$ cat src/rtl/ps2_frame_rx_if.sv
// PS/2 receiver bus: raw pin inputs plus the validated-byte output group.
// The pin side (master) drives the PS/2 lines; the receiver (slave) drives the results.
interface ps2_frame_rx_if;
    logic       ps2_clk;
    logic       ps2_data;
    logic [7:0] rx_byte;
    logic       rx_valid;
    logic       rx_err;
    logic [1:0] err_code;
    logic       busy;

    modport master (
        output ps2_clk, ps2_data,
        input  rx_byte, rx_valid, rx_err, err_code, busy
    );

    modport slave (
        input  ps2_clk, ps2_data,
        output rx_byte, rx_valid, rx_err, err_code, busy
    );
endinterface

$ cat src/rtl/ps2_frame_rx.sv
// PS/2 device-to-host frame receiver.
// Synchronises and deglitches the PS/2 pins, deserialises 11-bit frames
// (start, 8 data LSB first, odd parity, stop), checks framing and parity,
// aborts on an inter-edge timeout and emits one-cycle valid/error strobes.
module ps2_frame_rx #(
    parameter int CLK_FILTER  = 8,
    parameter int TIMEOUT_CYC = 200000
) (
    input  logic           clk,
    input  logic           rst_n,
    ps2_frame_rx_if.slave  bus
);

    localparam int FW = $clog2(CLK_FILTER + 1);
    localparam int TW = (TIMEOUT_CYC > 2) ? $clog2(TIMEOUT_CYC) : 1;

    localparam logic [1:0] ERR_PARITY  = 2'd1;
    localparam logic [1:0] ERR_STOP    = 2'd2;
    localparam logic [1:0] ERR_TIMEOUT = 2'd3;

    typedef enum logic [1:0] {
        S_IDLE   = 2'd0,
        S_DATA   = 2'd1,
        S_PARITY = 2'd2,
        S_STOP   = 2'd3
    } state_t;

    // synchronisers: same depth for clock and data so the sampled bit stays aligned
    logic [1:0]    r_clk_s;
    logic [1:0]    r_dat_s;

    // deglitch filter
    logic          r_clk_f;
    logic [FW-1:0] r_flt_cnt;
    logic          r_fall;

    // frame state
    state_t        r_state;
    logic [2:0]    r_bit_cnt;
    logic [7:0]    r_shreg;
    logic          r_par;
    logic [TW-1:0] r_to_cnt;

    // registered outputs
    logic [7:0]    r_rx_byte;
    logic          r_rx_valid;
    logic          r_rx_err;
    logic [1:0]    r_err_code;
    logic          r_busy;

    logic          w_differ;
    logic          w_flip;
    logic          w_flip_fall;
    logic          w_bit;
    logic          w_to_hit;

    assign w_differ    = (r_clk_s[1] != r_clk_f);
    assign w_flip      = w_differ && (r_flt_cnt == FW'(CLK_FILTER - 1));
    assign w_flip_fall = w_flip && r_clk_f;
    assign w_bit       = r_dat_s[1];
    // abort on the cycle the counter would step onto TIMEOUT_CYC-1, so the
    // error strobe lands exactly TIMEOUT_CYC-1 cycles after the fall strobe
    assign w_to_hit    = (r_state != S_IDLE) && (r_to_cnt == TW'(TIMEOUT_CYC - 2));

    // two-flop synchronisers, idle-high
    always_ff @(posedge clk or negedge rst_n) begin
        if (!rst_n) begin
            r_clk_s <= 2'b11;
            r_dat_s <= 2'b11;
        end else begin
            r_clk_s <= {r_clk_s[0], bus.ps2_clk};
            r_dat_s <= {r_dat_s[0], bus.ps2_data};
        end
    end

    // filtered clock flips only after CLK_FILTER consecutive disagreeing cycles; fall strobe on 1->0
    always_ff @(posedge clk or negedge rst_n) begin
        if (!rst_n) begin
            r_clk_f   <= 1'b1;
            r_flt_cnt <= '0;
            r_fall    <= 1'b0;
        end else begin
            r_fall <= w_flip_fall;
            if (!w_differ) begin
                r_flt_cnt <= '0;
            end else if (w_flip) begin
                r_clk_f   <= r_clk_s[1];
                r_flt_cnt <= '0;
            end else begin
                r_flt_cnt <= r_flt_cnt + FW'(1);
            end
        end
    end

    // frame FSM with inter-edge timeout; fall edges take priority over timeout
    always_ff @(posedge clk or negedge rst_n) begin
        if (!rst_n) begin
            r_state    <= S_IDLE;
            r_bit_cnt  <= '0;
            r_shreg    <= '0;
            r_par      <= 1'b0;
            r_to_cnt   <= '0;
            r_rx_byte  <= '0;
            r_rx_valid <= 1'b0;
            r_rx_err   <= 1'b0;
            r_err_code <= '0;
            r_busy     <= 1'b0;
        end else begin
            r_rx_valid <= 1'b0;
            r_rx_err   <= 1'b0;

            // counter is zero during the fall-strobe cycle itself
            if (w_flip_fall || r_state == S_IDLE || (w_to_hit && !r_fall))
                r_to_cnt <= '0;
            else
                r_to_cnt <= r_to_cnt + TW'(1);

            if (r_fall) begin
                case (r_state)
                    S_IDLE: begin
                        if (!w_bit) begin
                            r_state   <= S_DATA;
                            r_bit_cnt <= '0;
                            r_busy    <= 1'b1;
                        end
                    end
                    S_DATA: begin
                        r_shreg[r_bit_cnt] <= w_bit;
                        r_bit_cnt          <= r_bit_cnt + 3'd1;
                        if (r_bit_cnt == 3'd7)
                            r_state <= S_PARITY;
                    end
                    S_PARITY: begin
                        r_par   <= w_bit;
                        r_state <= S_STOP;
                    end
                    S_STOP: begin
                        r_state <= S_IDLE;
                        r_busy  <= 1'b0;
                        if (!w_bit) begin
                            r_rx_err   <= 1'b1;
                            r_err_code <= ERR_STOP;
                        end else if (!(^{r_shreg, r_par})) begin
                            r_rx_err   <= 1'b1;
                            r_err_code <= ERR_PARITY;
                        end else begin
                            r_rx_valid <= 1'b1;
                            r_rx_byte  <= r_shreg;
                        end
                    end
                    default: r_state <= S_IDLE;
                endcase
            end else if (w_to_hit) begin
                r_state    <= S_IDLE;
                r_busy     <= 1'b0;
                r_rx_err   <= 1'b1;
                r_err_code <= ERR_TIMEOUT;
            end
        end
    end

    assign bus.rx_byte  = r_rx_byte;
    assign bus.rx_valid = r_rx_valid;
    assign bus.rx_err   = r_rx_err;
    assign bus.err_code = r_err_code;
    assign bus.busy     = r_busy;

endmodule
$ cat src/flat_wrapper.sv
// flat-port wrapper written by rule: the top's interface ports become plain ports
module ps2_frame_rx_flat 
#(
    parameter int CLK_FILTER  = 8,
    parameter int TIMEOUT_CYC = 200000
)
  (clk, rst_n, bus_ps2_clk, bus_ps2_data, bus_rx_byte, bus_rx_valid, bus_rx_err, bus_err_code, bus_busy);
  ps2_frame_rx_if bus_i ();
  input  logic clk;
  input  logic rst_n;
  input wire logic [$bits(bus_i.ps2_clk)-1:0] bus_ps2_clk;
  input wire logic [$bits(bus_i.ps2_data)-1:0] bus_ps2_data;
  output wire logic [$bits(bus_i.rx_byte)-1:0] bus_rx_byte;
  output wire logic [$bits(bus_i.rx_valid)-1:0] bus_rx_valid;
  output wire logic [$bits(bus_i.rx_err)-1:0] bus_rx_err;
  output wire logic [$bits(bus_i.err_code)-1:0] bus_err_code;
  output wire logic [$bits(bus_i.busy)-1:0] bus_busy;
  assign bus_i.ps2_clk = bus_ps2_clk;
  assign bus_i.ps2_data = bus_ps2_data;
  assign bus_rx_byte = bus_i.rx_byte;
  assign bus_rx_valid = bus_i.rx_valid;
  assign bus_rx_err = bus_i.rx_err;
  assign bus_err_code = bus_i.err_code;
  assign bus_busy = bus_i.busy;
  ps2_frame_rx #(.CLK_FILTER(CLK_FILTER), .TIMEOUT_CYC(TIMEOUT_CYC)) u_core (.clk(clk), .rst_n(rst_n), .bus(bus_i));
endmodule
$ cat config.mk
export PLATFORM = sky130hd
export DESIGN_NAME = ps2_frame_rx_flat
export DESIGN_NICKNAME = d
export VERILOG_FILES = /design/src/rtl/ps2_frame_rx_if.sv /design/src/rtl/ps2_frame_rx.sv /design/src/flat_wrapper.sv
export SDC_FILE = /design/constraint.sdc
export NUM_CORES = 1
export LEC_CHECK = 0
export ABC_AREA = 1
export CORE_ASPECT_RATIO = 0.7
export CORE_MARGIN = 10
export CORE_UTILIZATION = 47
export DETAILED_ROUTE_END_ITERATION = 12
export PLACE_DENSITY = 0.67
export REMOVE_ABC_BUFFERS = 1
export SLEW_MARGIN = 25
export SYNTH_ARGS = -nofsm -noshare
export SYNTH_HDL_FRONTEND = slang
export SYNTH_SLANG_ARGS = --single-unit
$ cat constraint.sdc
create_clock -name clk -period 3.5 [get_ports clk]
set_clock_uncertainty 0.05 [all_clocks]
set_input_delay 0.35 -clock clk [delete_from_list [all_inputs] [get_ports clk]]
set_output_delay 0.35 -clock clk [all_outputs]
set_load 0.05 [all_outputs]
==> impl_metrics.tcl <==
set metrics [dict create \
    cts_tree "done" \
    clk_path_buf_depth 2 \
    ys_ff_latch 55 \
    first_global_vias 1950 \
    die_w_um 111 \
    insertedDiodeCount 0 \
    rsz0062_at_grt "false" \
    synth_area_per_cell_um2 8.61 \
    finalSetupTns_ns 0 \
    die_h_um 83.5 \
    fin_ws_ns 1.59 \
    fillers 541 \
    clkSinkCount 55 \
    rows 23 \
    dpl.hpwl_um 3770 \
    antenna_found_initial 0 \
    worstPathBufferInverterCount 1 \
    dr.first_iter.drc_count 121 \
    start_kind "flip-flop" \
    cts_resized 0 \
    drv_slew 0 \
    nets 349 \
    drt_wl_total_um 5120 \
    via_per_inst 4.93 \
    placedCellCount 404 \
    area_delta_synth_final_pct 12.1 \
    grt_max_degree 45 \
    cp_data_arrival_time_ns 1.51 \
    finalPower_mw 1.09 \
    stdcell_area_um2 3030 \
    core-area_um2 5640 \
    slew_headroom_pct 63.7 \
    worst_slew_pin_slew_ns 0.544 \
    hold_viol 39 \
    cpMaxStageDelayCell "clkdlybuf4s50_1" \
    yosys-top-cells-area "dfrtp_1 46%, nand2_1 12%, dfstp_2 4.9%, nor2_1 4.9%, inv_1 4.3%" \
    clk_pin_slew_ns 0.10 \
    fin_cells 412 \
    finalCritPeriodShare_pct 54.6 \
    h-tree-depth 2 \
    grt_pass1_wl_um 9090 \
    p_leak_nw 1.42 \
    fin_util_pct 53.8 \
    crit_path_max_incr_delay_ns 0.82 \
    outcome "finished with violations" \
    wire_per_inst_um 12.4 \
    drive_gt1_share_pct 9.50 \
    place_ws_ns 1.73 \
    p_int_mw 0.840 \
    die_area_um2 9240 \
    drc_errors 0 \
    drtPass1Iterations 4 \
    synth.distinct_cells 30 \
    max_freq_mhz 524 \
    combPwrFrac_pct 4.7 \
    seqPwrFrac_pct 62.1 \
    power.switching_mw 0.246 \
    cts_buffers 5 \
    netlist_area_um2 2710 \
    peakVddDrop_mv 0.226 \
    holdWs_ns -0.0277 \
    gp_congestion 0.776 \
    ant_nets 0 \
    post-cts-setup-buffer-count 0 \
    grt_use_total_pct 11.7 \
    violations "negative hold slack" \
    ys_seq_area_share_pct 51.1 \
    numPortBuffers 16 \
    min-delay-path-class "in2async" \
    synth_top_area_share_pct 46.3 \
    crit_path_cell_trace "clkdlybuf4s50_1" \
    cp.required_ns 3.10 \
    yosys.area.top_type "dfrtp_1" \
    syn_inst 314 \
    crit_fanout 2 \
    setup_violations 0 \
    clk_latency_ns 0.31 \
    end_kind "primary output" \
    vias 2030 \
    grt_overflow 0 \
    worst-setup-path-type "reg2out" \
    initial_core_util_pct 48.0 \
    netSwitchingFraction_pct 22.7 \
    cap_violations 0 \
    cts_root_buf "clkbuf_8" \
    path_delay_family "buffers and inverters" \
    yosysWarnings 0 \
    ios 17 \
    placed_area_um2 2940 \
    p_per_area_nw_per_um2 358 \
    layout_min_cycle_time_ns 1.91 \
    p_clk_share_pct 33.1 \
    hold_buffers 0 \
]
==> power groups by stage <==
stage,Combinational [mW],Sequential [mW],Clock [mW]
floorplan,0.0305,0.684,0
global placement,0.0531,0.687,0
detailed placement,0.0534,0.687,0
CTS,0.0535,0.675,0.373
global route,0.0623,0.678,0.397
finish,0.0514,0.675,0.360
==> sequential cells by signal, indices dropped and copies added, names as in the netlist, 2 cells and up <==
| signal | count |
|---|---|
| u_core.bus.err_code | 2 |
| u_core.bus.rx_byte | 8 |
| u_core.r_bit_cnt | 3 |
| u_core.r_clk_s | 2 |
| u_core.r_dat_s | 2 |
| u_core.r_flt_cnt | 4 |
| u_core.r_shreg | 8 |
| u_core.r_state | 2 |
| u_core.r_to_cnt | 18 |
==> worst reg2reg max path, delay by kind of cell, from the launching register on <==
family	cells	cell delay (ns)
DFF	1	0.40
and+or+nand+nor	5	0.65
adders and majority gates	1	0.22
AOI/OAI and AO/OA	2	0.15
buffers and inverters	2	0.21
==> cells by family (layout without fill, tap and decap cells) <==
logic type,after synthesis,after routing,share of synthesized area (%)
fa+ha+maj,9,9,4.16
buf+inv,37,60,5.69
flops,55,55,51.1
compound gates,34,34,6.80
simple gates,171,171,29.6
xor+xnor,8,8,2.59
==> routing by layer <==
metal  GRT usage (%)  up-vias  wire (um)
li1                -     1058          -
met1            16.8      935       2840
met2            16.2       33       1960
met3            3.30        4        268
met4            3.89        0         46
met5               0        -          0
==> layout by cell type, fill, tap and decap left out, types with 5 or more instances in the layout <==
master           synthesis  routed
nand2_1                 84      84
dfrtp_1                 50      50
nor2_1                  35      35
inv_1                   31      31
nand3_1                 20      20
a21oi_1                 15      15
clkdlybuf4s50_1          0      15
ha_1                     9       9
a31oi_1                  8       8
nor3b_1                  7       7
o21ai_0                  7       7
clkbuf_8                 0       6
nor3_1                   5       5
dfstp_2                  5       5
==> worst paths after layout <==
kind | end | from | cells past startpoint | slack (ns)
min | u_core.bus.err_code[1] | rst_n | 1 | -0.03
max | bus_busy | u_core.bus.busy | 1 | 1.59
min in group clk | u_core.r_clk_s[1] | u_core.r_clk_s[0] | 0 | 0.31
max reg2reg | u_core.r_state[0] | u_core.r_state[0] | 10 | 1.72
min reg2reg | u_core.r_clk_s[1] | u_core.r_clk_s[0] | 0 | 0.31
max in group asynchronous | u_core.r_clk_f | rst_n | 2 | 2.77
==> area by class of cell <==
cell class | instances | area, um2 | area share (%)
Sequential cell | 55 | 1380 | 45.6
Inverter | 35 | 131 | 4.33
Tap cell | 75 | 93.8 | 3.09
Timing Repair Buffer | 17 | 165 | 5.45
Multi-Input combinational cell | 222 | 1170 | 38.5
Clock inverter | 1 | 5.00 | 0.165
Clock buffer | 7 | 86.3 | 2.85
==> Yosys cell counts <==
cell and instances:
xnor2_1 4, nand2_2 4, o21ai_0 7, nor2_2 1, nor3b_1 7, clkinv_1 2, and2_1 1, dfstp_2 5
nor3_1 5, dfrtp_1 50, inv_1 31, o21ai_2 1, nor2_1 35, nor3_2 1, nand4_1 1, xor2_1 4
a21oi_1 15, inv_2 2, nand3b_4 1, a31oi_1 8, buf_6 2, nand2_1 84, or2_2 1, ha_1 9
nor2_4 3, nor4_1 3, nand3_2 2, nand4_2 2, nand3_1 20, o21ai_1 3
Note: power is estimated with default switching activity, not from simulation.
